==> src/rtl/harness_output_serializer.sv <==
// Parallel-to-serial output stage for the test harness: captures a WIDTH-bit word on
// wren && ready and shifts it out one bit per accepted cycle with valid/ready/last framing.
module harness_output_serializer #(
   parameter int unsigned WIDTH     = 36,
   parameter bit          MSB_FIRST = 1'b1
) (
   input  logic             clock,
   input  logic             reset_n,
   input  logic [WIDTH-1:0] in,
   input  logic             wren,
   output logic             ready,
   output logic             out,
   output logic             out_valid,
   output logic             out_last,
   input  logic             out_ready
);

   localparam int unsigned CW = (WIDTH > 1) ? $clog2(WIDTH) : 1;

   typedef enum logic {
      IDLE,
      SHIFT
   } state_t;

   state_t           state;
   logic [WIDTH-1:0] sr;
   logic [CW-1:0]    cnt;

   logic load;
   logic xfer;
   logic final_xfer;

   // A load is also accepted on the cycle the last bit leaves, so words can run back to back.
   assign ready      = (state == IDLE) | ((state == SHIFT) & out_last & out_ready);
   assign load       = wren & ready;
   assign xfer       = (state == SHIFT) & out_valid & out_ready & (cnt != '0);
   assign final_xfer = (state == SHIFT) & out_last & out_ready;

   always_ff @(posedge clock or negedge reset_n) begin
      if (!reset_n) begin
         state     <= IDLE;
         sr        <= '0;
         cnt       <= '0;
         out       <= 1'b0;
         out_valid <= 1'b0;
         out_last  <= 1'b0;
      end else if (load) begin
         state     <= SHIFT;
         sr        <= in;
         cnt       <= CW'(WIDTH - 1);
         out       <= MSB_FIRST ? in[WIDTH-1] : in[0];
         out_valid <= 1'b1;
         out_last  <= 1'b0;
      end else if (xfer) begin
         // The presented bit always sits at the leading end of sr; the next one is beside it.
         if (MSB_FIRST) begin
            sr  <= {sr[WIDTH-2:0], 1'b0};
            out <= sr[WIDTH-2];
         end else begin
            sr  <= {1'b0, sr[WIDTH-1:1]};
            out <= sr[1];
         end
         cnt      <= cnt - CW'(1);
         out_last <= (cnt == CW'(1));
      end else if (final_xfer) begin
         state     <= IDLE;
         out_valid <= 1'b0;
         out_last  <= 1'b0;
      end
   end

endmodule

==> config.mk <==
export PLATFORM = sky130hd
export DESIGN_NAME = harness_output_serializer
export DESIGN_NICKNAME = d
export VERILOG_FILES = /design/src/rtl/harness_output_serializer.sv
export SDC_FILE = /design/constraint.sdc
export NUM_CORES = 1
export LEC_CHECK = 0
export CAP_MARGIN = 20
export CORE_MARGIN = 1
export CORE_UTILIZATION = 50
export DETAILED_ROUTE_END_ITERATION = 16
export HOLD_SLACK_MARGIN = 0.06
export PLACE_DENSITY = 0.79
export SLEW_MARGIN = 40
export SYNTH_ARGS = -nofsm -noshare
export SYNTH_HDL_FRONTEND = slang
export SYNTH_SLANG_ARGS = --single-unit
==> constraint.sdc <==
create_clock -name clock -period 1.7 [get_ports clock]
set_input_delay 0.17 -clock clock [delete_from_list [all_inputs] [get_ports clock]]
set_output_delay 0.17 -clock clock [all_outputs]
set_load 0.005 [all_outputs]
==> results of run 1 <==
## layer usage
layer,global-route usage,wire (µm),share of wire
met1,0.2865,2049,0.44
met3,0.03621,198,0.043
met4,0.1197,125,0.027
met5,0,0,0
met2,0.3954,2244,0.49
## sequential cells by signal (all words and copies together), names as in the netlist
register / count
sr: 35
state: 1
cnt: 6
out_last: 1
out: 1
## Yosys cell counts, drive strengths merged, types with 2 or more instances
cell	n
a21oi	73
dfrtp	44
nand2	43
nor2	38
buf	11
clkbuf	5
ha	3
nand3	3
inv	2
nand3b	2
or4	2
xnor2	2
## stage by stage
step | instances | setup slack (ns) | hold WS [ns] | utilization
final | 336 | 0.06055 | 0.3893 | 0.7266
after global routing | 336 | -0.009377 | 0.4450 | 0.7266
after CTS | 336 | 0.006465 | 0.3862 | 0.7227
after detailed placement | 327 | -0.03218 | 0.2370 | 0.6881
after global placement | 327 | 0.06185 | 0.2387 | 0.6881
after floorplan | 240 | 0.1244 | -0.1256 | -
## worst reg2reg max path, stage by stage (launching register included)
cell,delay (ns)
dfrtp_2,0.43
inv_1,0.08
ha_1,0.26
a21o_2,0.25
or4_1,0.46
nand3_1,0.09
## logic make-up (layout without fill, tap and decap cells)
group | count (synthesis) | in the layout | synth area share
compound gates | 81 | 81 | 0.2116
buf+inv | 18 | 66 | 0.03769
fa+ha+maj | 3 | 3 | 0.01824
simple gates | 92 | 92 | 0.1891
xor+xnor | 2 | 2 | 0.008512
flops | 44 | 44 | 0.5350
## layout make-up
type | count | area share
clock buffer | 6 | 0.02992
clock inverter | 2 | 0.01405
inverter | 2 | 0.002720
multi-input combinational | 178 | 0.3237
sequential | 44 | 0.3994
tap | 48 | 0.02176
timing repair buffer | 56 | 0.2085
## path summary, 6_finish.rpt
path,slack [ns],depth (start not counted),end,from
min in group asynchronous,0.43,2,cnt[4]$_DFFE_PN0P_,reset_n
min,0.39,3,sr[0]$_DFFE_PN0P_,in[0]
max reg2reg,0.07,5,cnt[5]$_DFFE_PN0P_,cnt[0]$_DFFE_PN0P_
max in group asynchronous,0.69,3,sr[32]$_DFFE_PN0P_,reset_n
max,0.06,2,ready,state$_DFFE_PN0P_
min reg2reg,0.51,2,sr[0]$_DFFE_PN0P_,sr[0]$_DFFE_PN0P_
## power by group through the flow
stage	combinational (mW)	sequential, mW	clock [mW]
after detailed placement	1.12	1.80	0
final	1.13	1.81	0.843
after floorplan	0.713	1.74	0
after global routing	1.28	1.86	0.905
after global placement	1.06	1.77	0
after CTS	1.12	1.78	0.854
## timing repair
item                                    CTS  global route
endpoints found under the setup margin    0             4
resized for setup                         0             4
hold buffers                              1             0
endpoints found under the hold margin    28             0
==> qor.csv, run 1 <==
metric;value;unit
clock transition at the registers of the reported paths;0.08;ns
synthesis-to-layout area growth;34.10;%
vias in the first global route;1734;
Rel. slew slack;0.5620;
Yosys top cell by area;dfrtp_1;
Max stage delay on crit path;0.50;ns
area of the multi-input gates;893.4;µm²
Worst EP arrival;1.47;ns
Via Count;1837;
synth top area cells;dfrtp_1 53%, a21oi_1 18%, nand2_1 7.8%, nor2_1 6.9%, buf_2 1.9%;
Global Route Usage Sum;0.2334;
min-delay worst type;in -> reg;
ratio of cells with drive above 1 in the final layout;0.09722;
gr ovfl total;0;
clk root buf;clkbuf_8;
Post-DP HPWL;3009;µm
Die Wd;66.16;µm
Rows;22;
Synth Net Count;283;
top-area cell type share of the netlist area;0.5350;
DRT Pass-1 Iters;4;
Port Buffers;43;
CTS Buf Count;5;
Post-Syn Instances;240;
Final Cycle Share;0.9644;
Setup violations, final;0;
fmax;610.0;MHz
Iter 0 DRT Violations;136;
critical-path cell list;a21bo_2 -> clkdlybuf4s50_1;
most frequent cells in the layout;72 x a21oi_1, 43 x nand2_1, 43 x dfrtp_1;
first-pass GRT wire length;7548;µm
area of placed instances;0.002614;mm²
Post-CTS Setup Inserts;0;
Design Area, Final;0.002760;mm²
# H-tree levels;2;
final net count;330;
Worst path slowest cell;clkdlybuf4s50_1;
Routed wire per std cell;13.74;µm
EDFF count, synth;0;
most common cell after layout, fill and taps aside;a21oi_1;
Slew @ Worst Pin;0.6570;ns
register area share after synthesis;0.5350;
status;completed;
prevailing post-synth register cell;dfrtp_1;
Async SR Flop Fraction;1.000;
final wirelength;4617;µm
fillcell total;303;
fin crit period;1.639;ns
crit path buf inv count;1;
power share of the sequential group;0.478;
via/cell ratio;5.467;
Internal Pwr Total;2.548;mW
Peak VDD IR;0.7321;mV
Syn Area/Cell;8.576;µm²
top cell family by delay on the critical path;buffers and inverters;
initial antenna violation count;0;
CP required;1.53;ns
Core Area;0.003799;mm²
Lkg Pwr;1.216;nW
Setup TNS;0;ns
DIE AREA;0.004377;mm²
Net Sw Power;1.236;mW
clock network power share;0.223;
Max Cap Viol;0;
fin. max-slew vios;0;
CP endpoint kind;output pin;
Residual DRC;0;
yosys warns;0;
FF+latch area;0.001102;mm²
Starting Density;0.5418;
synth unique cells;26;
Antenna diodes;0;
CP Class;reg -> out;
clock sink count;44;
Hold Vio Cnt, Final;0;
Switching Share;0.3266;
total power;3.785;mW
gpl congestion;0.8052;
flops & latches, synth;44;
Ports;44;
Final ANT Viol Nets;0;
combinational fraction of design power;0.299;
Setup Skew;0.005994;ns
die height;66.16;µm
post-synth design cell area;0.002058;mm²
clk_lat worst skew;0.30;ns
PD cells;1371;mW/mm²
CP startpoint kind;register;
CP max FO;5;
largest net degree at the start of global routing;41;
CTS tree;built;
clock tree buffer depth;2;
Power figures use the tool's default switching activity.
==> run 2: changes to the inputs <==
CAP_MARGIN = 25   (was 20)
SKIP_LAST_GASP = 1   (was unset)
==> results of run 2 <==
No change in the layout: final DEF, timing and power equal those of run 1.
